==> src/rtl/mem_port_arbiter.sv <==
// Single-port memory arbiter between an instruction-fetch port and a load/store port.
// Data wins ties; a granted access with no mem_ack_i for TIMEOUT cycles is aborted.
//   state | meaning
//   IDLE  | nothing in flight, arbitrating between requesters
//   GNT_I | fetch access presented to memory
//   GNT_D | load/store access presented to memory
//   ABORT | timed-out access acked with a dummy result
module mem_port_arbiter #(
    parameter int unsigned TIMEOUT = 255,
    parameter int unsigned AW      = 32
) (
    input  logic          clk_i,
    input  logic          reset_i,
    input  logic          if_req_i,
    input  logic [AW-1:0] if_addr_i,
    output logic          if_ack_o,
    output logic [31:0]   if_rdata_o,
    input  logic          d_req_i,
    input  logic          d_we_i,
    input  logic [AW-1:0] d_addr_i,
    input  logic [31:0]   d_wdata_i,
    input  logic [3:0]    d_be_i,
    output logic          d_ack_o,
    output logic [31:0]   d_rdata_o,
    output logic          mem_req_o,
    output logic          mem_we_o,
    output logic [AW-1:0] mem_addr_o,
    output logic [31:0]   mem_wdata_o,
    output logic [3:0]    mem_be_o,
    input  logic          mem_ack_i,
    input  logic [31:0]   mem_rdata_i,
    output logic          stall_o,
    output logic          err_o
);

    localparam int unsigned   CW       = $clog2(TIMEOUT + 1);
    localparam logic [CW-1:0] CNT_LAST = CW'(TIMEOUT - 1);
    localparam logic [31:0]   NOP_INSN = 32'h0000_0013;

    typedef enum logic [1:0] {IDLE, GNT_I, GNT_D, ABORT} state_t;

    state_t        state_q;
    logic [CW-1:0] cnt_q;
    logic          abort_d_q;
    logic          err_q;
    logic          mem_req_q;
    logic          mem_we_q;
    logic [AW-1:0] mem_addr_q;
    logic [31:0]   mem_wdata_q;
    logic [3:0]    mem_be_q;
    logic [31:0]   if_rdata_q;
    logic [31:0]   d_rdata_q;
    logic [31:0]   if_rdata_d;
    logic [31:0]   d_rdata_d;
    logic          if_ack;
    logic          d_ack;

    // Acks follow mem_ack_i in the same cycle, so read data is passed straight through.
    always_comb begin
        if_ack     = 1'b0;
        d_ack      = 1'b0;
        if_rdata_d = mem_rdata_i;
        d_rdata_d  = mem_rdata_i;
        case (state_q)
            GNT_I: if_ack = mem_ack_i;
            GNT_D: d_ack  = mem_ack_i;
            ABORT: begin
                if_ack     = ~abort_d_q;
                d_ack      = abort_d_q;
                if_rdata_d = NOP_INSN;
                d_rdata_d  = '0;
            end
            default: ;
        endcase
    end

    always_ff @(posedge clk_i) begin
        if (!reset_i) begin
            state_q     <= IDLE;
            cnt_q       <= '0;
            abort_d_q   <= 1'b0;
            err_q       <= 1'b0;
            mem_req_q   <= 1'b0;
            mem_we_q    <= 1'b0;
            mem_addr_q  <= '0;
            mem_wdata_q <= '0;
            mem_be_q    <= '0;
            if_rdata_q  <= '0;
            d_rdata_q   <= '0;
        end else begin
            if (if_ack) begin
                if_rdata_q <= if_rdata_d;
            end
            if (d_ack) begin
                d_rdata_q <= d_rdata_d;
            end
            case (state_q)
                IDLE: begin
                    cnt_q <= '0;
                    if (d_req_i) begin
                        state_q     <= GNT_D;
                        abort_d_q   <= 1'b1;
                        mem_req_q   <= 1'b1;
                        mem_we_q    <= d_we_i;
                        mem_addr_q  <= d_addr_i;
                        mem_wdata_q <= d_wdata_i;
                        mem_be_q    <= d_we_i ? d_be_i : 4'b0000;
                    end else if (if_req_i) begin
                        state_q     <= GNT_I;
                        abort_d_q   <= 1'b0;
                        mem_req_q   <= 1'b1;
                        mem_we_q    <= 1'b0;
                        mem_addr_q  <= if_addr_i;
                        mem_wdata_q <= '0;
                        mem_be_q    <= 4'b0000;
                    end
                end
                GNT_I, GNT_D: begin
                    if (mem_ack_i) begin
                        state_q   <= IDLE;
                        cnt_q     <= '0;
                        mem_req_q <= 1'b0;
                        mem_we_q  <= 1'b0;
                        mem_be_q  <= 4'b0000;
                    end else if (cnt_q == CNT_LAST) begin
                        state_q   <= ABORT;
                        cnt_q     <= cnt_q + CW'(1);
                        err_q     <= 1'b1;
                        mem_req_q <= 1'b0;
                        mem_we_q  <= 1'b0;
                        mem_be_q  <= 4'b0000;
                    end else begin
                        cnt_q <= cnt_q + CW'(1);
                    end
                end
                ABORT: begin
                    state_q <= IDLE;
                    cnt_q   <= '0;
                end
                default: state_q <= IDLE;
            endcase
        end
    end

    assign if_ack_o    = if_ack;
    assign d_ack_o     = d_ack;
    assign if_rdata_o  = if_ack ? if_rdata_d : if_rdata_q;
    assign d_rdata_o   = d_ack ? d_rdata_d : d_rdata_q;
    assign mem_req_o   = mem_req_q;
    assign mem_we_o    = mem_we_q;
    assign mem_addr_o  = mem_addr_q;
    assign mem_wdata_o = mem_wdata_q;
    assign mem_be_o    = mem_be_q;
    assign err_o       = err_q;
    assign stall_o     = (if_req_i & ~if_ack) | (d_req_i & ~d_ack);

endmodule

==> config.mk <==
export PLATFORM = sky130hd
export DESIGN_NAME = mem_port_arbiter
export DESIGN_NICKNAME = d
export VERILOG_FILES = /design/src/rtl/mem_port_arbiter.sv
export SDC_FILE = /design/constraint.sdc
export NUM_CORES = 1
export LEC_CHECK = 0
export CORE_ASPECT_RATIO = 1.5
export CORE_UTILIZATION = 43
export DETAILED_ROUTE_END_ITERATION = 6
export GPL_TIMING_DRIVEN = 0
export PLACE_DENSITY = 0.81
export REMOVE_ABC_BUFFERS = 1
export SYNTH_ARGS = -nofsm -noshare
export SYNTH_HDL_FRONTEND = slang
export SYNTH_SLANG_ARGS = --single-unit
==> constraint.sdc <==
create_clock -name clk_i -period 2.88 [get_ports clk_i]
set_input_delay 0.72 -clock clk_i [delete_from_list [all_inputs] [get_ports clk_i]]
set_output_delay 0.72 -clock clk_i [all_outputs]
set_load 0.01 [all_outputs]
Word-level counts from Yosys, hierarchy flattened --
Index checks and enable logic that the tools add are counted.
Storage, ports and cells: flip-flop bits (word level) 146, input bits 138, logic and storage cells 66
Cells by class: add/sub/neg operators 1, equality and inequality tests 6, multiplexer cells 32, bitwise operators 7, reduce and logical (&&, ||, !) cells 9
Operator list (count):
- 32-bit 2-to-1 mux | 8
- 4-bit 2-to-1 mux | 5
- 8-bit case mux with 2 select lines | 1
- 8-bit by 1-bit adder with 8-bit output (second input constant) | 1
- 8-bit == test (second input constant) | 1
- 2-bit 2-to-1 mux | 4
- 8-bit 2-to-1 mux | 1
- 1-bit case mux with 2 select lines | 4
- 4-bit case mux with 2 select lines | 1
- 1-bit 2-to-1 mux | 7
- 3-bit inequality test (second input constant) | 2
- 2-bit case mux with 3 select lines | 1
- 3-bit AND reduction | 2
- 2-bit == test (second input constant) | 2
- 1-bit NOT | 4
- 2-bit AND reduction | 2
- 2-bit nonzero test | 2
- 2-bit OR reduction | 2
- 1-bit AND | 2
- 2-bit by 1-bit == test with 1-bit output (second input constant) | 1
- 2-bit logical NOT | 1
- 1-bit bitwise OR | 1

Depth between registers and ports, before layout --
depth after elaboration 5, gate-level depth with buffers 7, gate-level depth less buffers 6

Worst setup path after synthesis --
OpenSTA, ideal clock, no wires.
path type input to output, start point input mem_ack_i, end point output stall_o, arrival time 1.743 ns, data required time 2.160 ns, slack 0.417 ns, stages 5, buffers on the path 2, cell sequence a22oi_1 > buf_2 > buf_2 > inv_1 > o21ai_0
On the way: word-level cells in the longest chain between the ends 4, elaborated cells on any way between the ends 7, classes of those cells mux: 2; bitwise: 5
Ends and longest elaborated chain:
- start: declaration | line 30 | input logic mem_ack_i,
- 1-bit case mux with 2 select lines | line 64 | case (state_q)
- named net if_ack_o | line 16 | output logic if_ack_o,
- 1-bit NOT | line 155 | assign stall_o = (if_req_i & ~if_ack) | (d_req_i & ~d_ack);
- 1-bit AND | line 155
- 1-bit bitwise OR | line 155
- end: declaration | line 32 | output logic stall_o,
The timed path passes the listed nets, and every way through them passes these cells.

Final worst setup path --
start point register state_q[1], end point output if_rdata_o[10]
On the way: word-level cells in the longest chain between the ends 3, elaborated cells on any way between the ends 5, classes of those cells eq/ne: 2; mux: 3
Ends and longest elaborated chain:
- start: declaration | line 42 | state_t state_q;
- start signal: assignment | line 79 | state_q <= IDLE;
- start signal: assignment | line 101 | state_q <= GNT_D;
- start signal: assignment | line 109 | state_q <= GNT_I;
- 2-bit == test / 2-bit by 1-bit == test with 1-bit output (equally long branches) | line 64
- 1-bit case mux with 2 select lines / 32-bit 2-to-1 mux (equally long branches) | line 64
- 32-bit 2-to-1 mux *
- end: declaration | line 17 | output logic [31:0] if_rdata_o,
Mark *: on every way between the ends. The rest lies on a longest branch, timed or not.

==> results <==
## stage by stage
| step | setup TNS (ns) | setup WS [ns] | hold slack [ns] | utilization | cell area (um2) |
|---|---|---|---|---|---|
| after global routing | -0.528 | -0.0888 | 0.483 | 0.714 | 10400 |
| after CTS | -0.400 | -0.0965 | 0.463 | 0.706 | 10300 |
| after floorplan | -56.84 | -1.20 | 0.441 | - | 6180 |
| final | -0.124 | -0.0323 | 0.459 | 0.714 | 10400 |
| after detailed placement | -69.45 | -1.14 | 0.454 | 0.642 | 9330 |
| after global placement | -542.52 | -4.22 | 0.446 | 0.632 | 9180 |
## area by class of cell
class	instances	area (um2)
clock buffers	18	429
clock inverters	14	153
fillers	1060	4150
inverters	7	28.8
multi-input cells	436	3440
flip-flops and latches	146	2930
well taps	196	245
repair buffers	318	3140
## cell usage in the layout, fill, tap and decap left out, drive strengths merged
master         netlist  layout
o31a                 3       3
dlygate4sd2          0      13
dfxtp              146     146
a21oi                4       4
nand3b               3       3
nor3b                1       1
or3                  1       1
mux2i               32      32
o211a               33      33
a22oi                1       1
o21a                 3       3
o311a                3       3
nand2               77      80
nand3               40      40
nor3                 2       2
a21boi              37      37
nor2b               30      30
inv                  7      11
and3                 2       2
and2                59      59
a32o                 4       4
xnor2                2       2
clkbuf              21      21
clkinvlp             0       4
nand4                1       1
nand2b               4       4
clkinv               0       4
xor2                 3       3
o2111a               1       1
nor2                 9       9
a211oi               1       1
ha                   8       8
bufinv               0       2
o21ai                8       8
o211ai               1       1
clkdlybuf4s50        0     206
buf                 27      92
clkdlybuf4s15        0       4
and4                 2       2
mux2                58      58
## logic make-up after synthesis
| logic type | Yosys count | share of synthesized area |
|---|---|---|
| buffers and inverters | 55 | 0.0389 |
| multiplexers | 90 | 0.167 |
| flip-flops | 146 | 0.457 |
| AND/OR/NAND/NOR | 231 | 0.186 |
| XOR/XNOR | 5 | 0.00684 |
| adder cells (fa/ha/maj) | 8 | 0.0156 |
| AO/OA/AOI/OAI | 99 | 0.129 |
## sequential cells by signal (all words and copies together), names as in the netlist
signal       flops
mem_req_o        1
err_o            1
mem_addr_o      32
state_q          2
abort_d_q        1
if_rdata_q      32
d_rdata_q       32
mem_be_o         4
mem_we_o         1
cnt_q            8
mem_wdata_o     32
## per-layer routing
layer  up-vias  part of all wire  GRT usage  routed length (um)
met5         -                 0          0                   0
met4         0             0.023     0.0949                 431
met3        25             0.073     0.0844                1400
met2       214              0.54      0.463               10300
met1      2695              0.37      0.232                7000
li1       2771                 -          -                   -
## worst reg2reg max path, delay by kind of cell, from the launching register on
family | cells | cell delay (ns)
and+or+nand+nor | 1 | 0.16
DFF | 1 | 0.36
AOI/OAI and AO/OA | 3 | 0.82
buffers and inverters | 2 | 0.16
adders and majority gates | 1 | 0.73
## report_power, final
part,total (mW),internal (mW),switching (mW)
combinational,2.28,1.25,1.03
clock,2.18,1.28,0.894
sequential,2.39,2.27,0.120
## timing repair
action,in CTS,in global routing
cloned,3,1
gates resized for setup,274,21
endpoints found under the setup margin,99,35
pin swaps,5,2
setup buffers,32,4
## worst max path at each step
stage | end | start | cells past startpoint
2_1_floorplan | stall_o | mem_ack_i | 3
3_3_place_gp | mem_be_o[3]$_SDFFE_PN0P_ | d_req_i | 5
3_5_place_dp | d_rdata_o[2] | state_q[0]$_SDFFE_PN0P_ | 5
4_1_cts | d_rdata_o[7] | state_q[1]$_SDFFE_PN0P_ | 8
5_1_grt | if_rdata_o[10] | state_q[1]$_SDFFE_PN0P_ | 9
6_report | if_rdata_o[10] | state_q[1]$_SDFFE_PN0P_ | 9
==> summary.md <==
| Metric | Value |
|---|---|
| Endpoints failing setup | `6` |
| Tcrit/Tclk final | `1.01` |
| Top cell type by total area after synthesis | `dfxtp_1` |
| CTS tree | `done` |
| Startpoint Class | `register` |
| YS warnings | `0` |
| Die width | `slightly above 100 um` |
| Final net count | `around 1100` |
| Final wirelength | `about 19 mm` |
| RSZ-0062 raised after global routing | `true` |
| Clock Tree Buf Depth | `2` |
| Final Critical Period | `2.91 ns` |
| Sequential share of the synthesized area | `0.457` |
| Mapped Area | `roughly 6400 um2` |
| Die Y | `~150 um` |
| Crit-path slowest cell | `dfxtp_4` |
| Top cells by area, synth | `dfxtp_1 46%, mux2_4 6.1%, and2_1 5.8%` |
| Failing checks | `negative setup slack` |
| Async SR Flop Fraction | `0` |
| Wire per inst | `between 15 and 20 um` |
| Worst VDD drop | `around 340 uV` |
| Vias in the first global route | `~5600` |
| Largest net degree at the start of global routing | `between 90 and 100` |
| Most numerous cell in the Yosys netlist | `dfxtp_1` |
| Syn avg cell area | `between 10 and 15 um2` |
| Hold EP | `mem_wdata_o[0]$_SDFFE_PN0P_` |
| Io pins | `approximately 280` |
| Port Buffer Count | `~280` |
| Yosys cell types | `39` |
| Critical path arrival | `2.19 ns` |
| Hold path start | `mem_wdata_o[0]$_SDFFE_PN0P_` |
| Hold WC Path Type | `reg2reg` |
| Gr ovfl total | `0` |
| Post-Layout Cell Count | `roughly 1100` |
| Layout area overhead | `62.0%` |
| Buf/Inv on CP | `6` |
| Synth top area share | `0.457` |
| Actual slew at the worst max-slew pin | `a little under 0.9 ns` |
| PwrDens | `661 nW/um2` |
| CP top delay family | `buffers and inverters` |
| Top_reg_cell synth | `dfxtp_1` |
| CTS Root Cell | `clkbuf_16` |
| Crit-path cells | `inv_4 -> ha_4 -> a22oi_2 -> buf_8 -> buf_6 -> buf_12 -> buf_6 -> mux2_4 -> buf_6` |
| Most common cell on crit path | `buf_6` |
| FF-to-FF path depth | `7` |
| Leak Pwr | `4.67 nW` |
| Slew Limit Headroom | `0.418` |
| Post-synth EDFFs | `0` |
| ANT cells | `0` |
| Syn Inst Count | `634` |
| CTS Buf Count | `17` |
| Initial Util | `0.441` |
| Top cells by count, synth | `146 x dfxtp_1, 76 x nand2_1, 59 x and2_1, 40 x nand3_1, 37 x a21boi_0` |
| Tot GR Track Use | `0.243` |
| Register-to-register setup slack | `0.55 ns` |
| Worst Skew | `between 0.01 and 0.015 ns` |
| Drt pass-1 iters | `5` |
| Worst skew pair latency | `0.42 ns` |
| DP Wirelength | `12.0 mm` |
| CP endpoint kind | `output pin` |
| Crit-path max FO | `7` |
| Total power | `roughly 7 mW` |
| H-tree levels | `4` |
| Max Fclk | `0.343 GHz` |
| Slew Limit Fails | `0` |
| DRC | `0` |
| First-pass GRT wire length | `between 20 and 30 mm` |
| Antenna viol nets, final | `0` |
| Avg Vias per Cell | `just over 5` |
| Post-placement cell count | `1063` |
| Crit-path max cell delay | `0.37 ns` |
| DR iter-0 viols | `130` |
| Total of max-cap violations | `0` |
| Layout cells sized above 1 | `0.215` |
| CTS Hold Bufs | `0` |
| Clk sinks | `about 150` |
| Hold Violations, Final | `0` |
| Status | `finished, violations left` |
| Antenna violations before repair | `0` |
| Reg-to-reg endpoint | `mem_be_o[2]$_SDFFE_PN0P_` |
| Synth Register Bits | `~150` |
| Kind of critical path | `reg2out` |
| Worst Hold Depth | `2` |
| # rows | `54` |
| Worst setup slack after layout | `-0.0323 ns` |
| Worst-path clk slew | `0.06 ns` |
| Req. time, crit path | `about 2.2 ns` |
| R2r startpoint | `state_q[1]$_SDFFE_PN0P_` |
| Core area | `around 15000 um2` |
| GPL Wtd Cong | `between 0.7 and 0.8` |
| Full die area | `roughly 15000 um2` |
| Via Count | `around 5700` |
(Power assumes the default switching activity.)
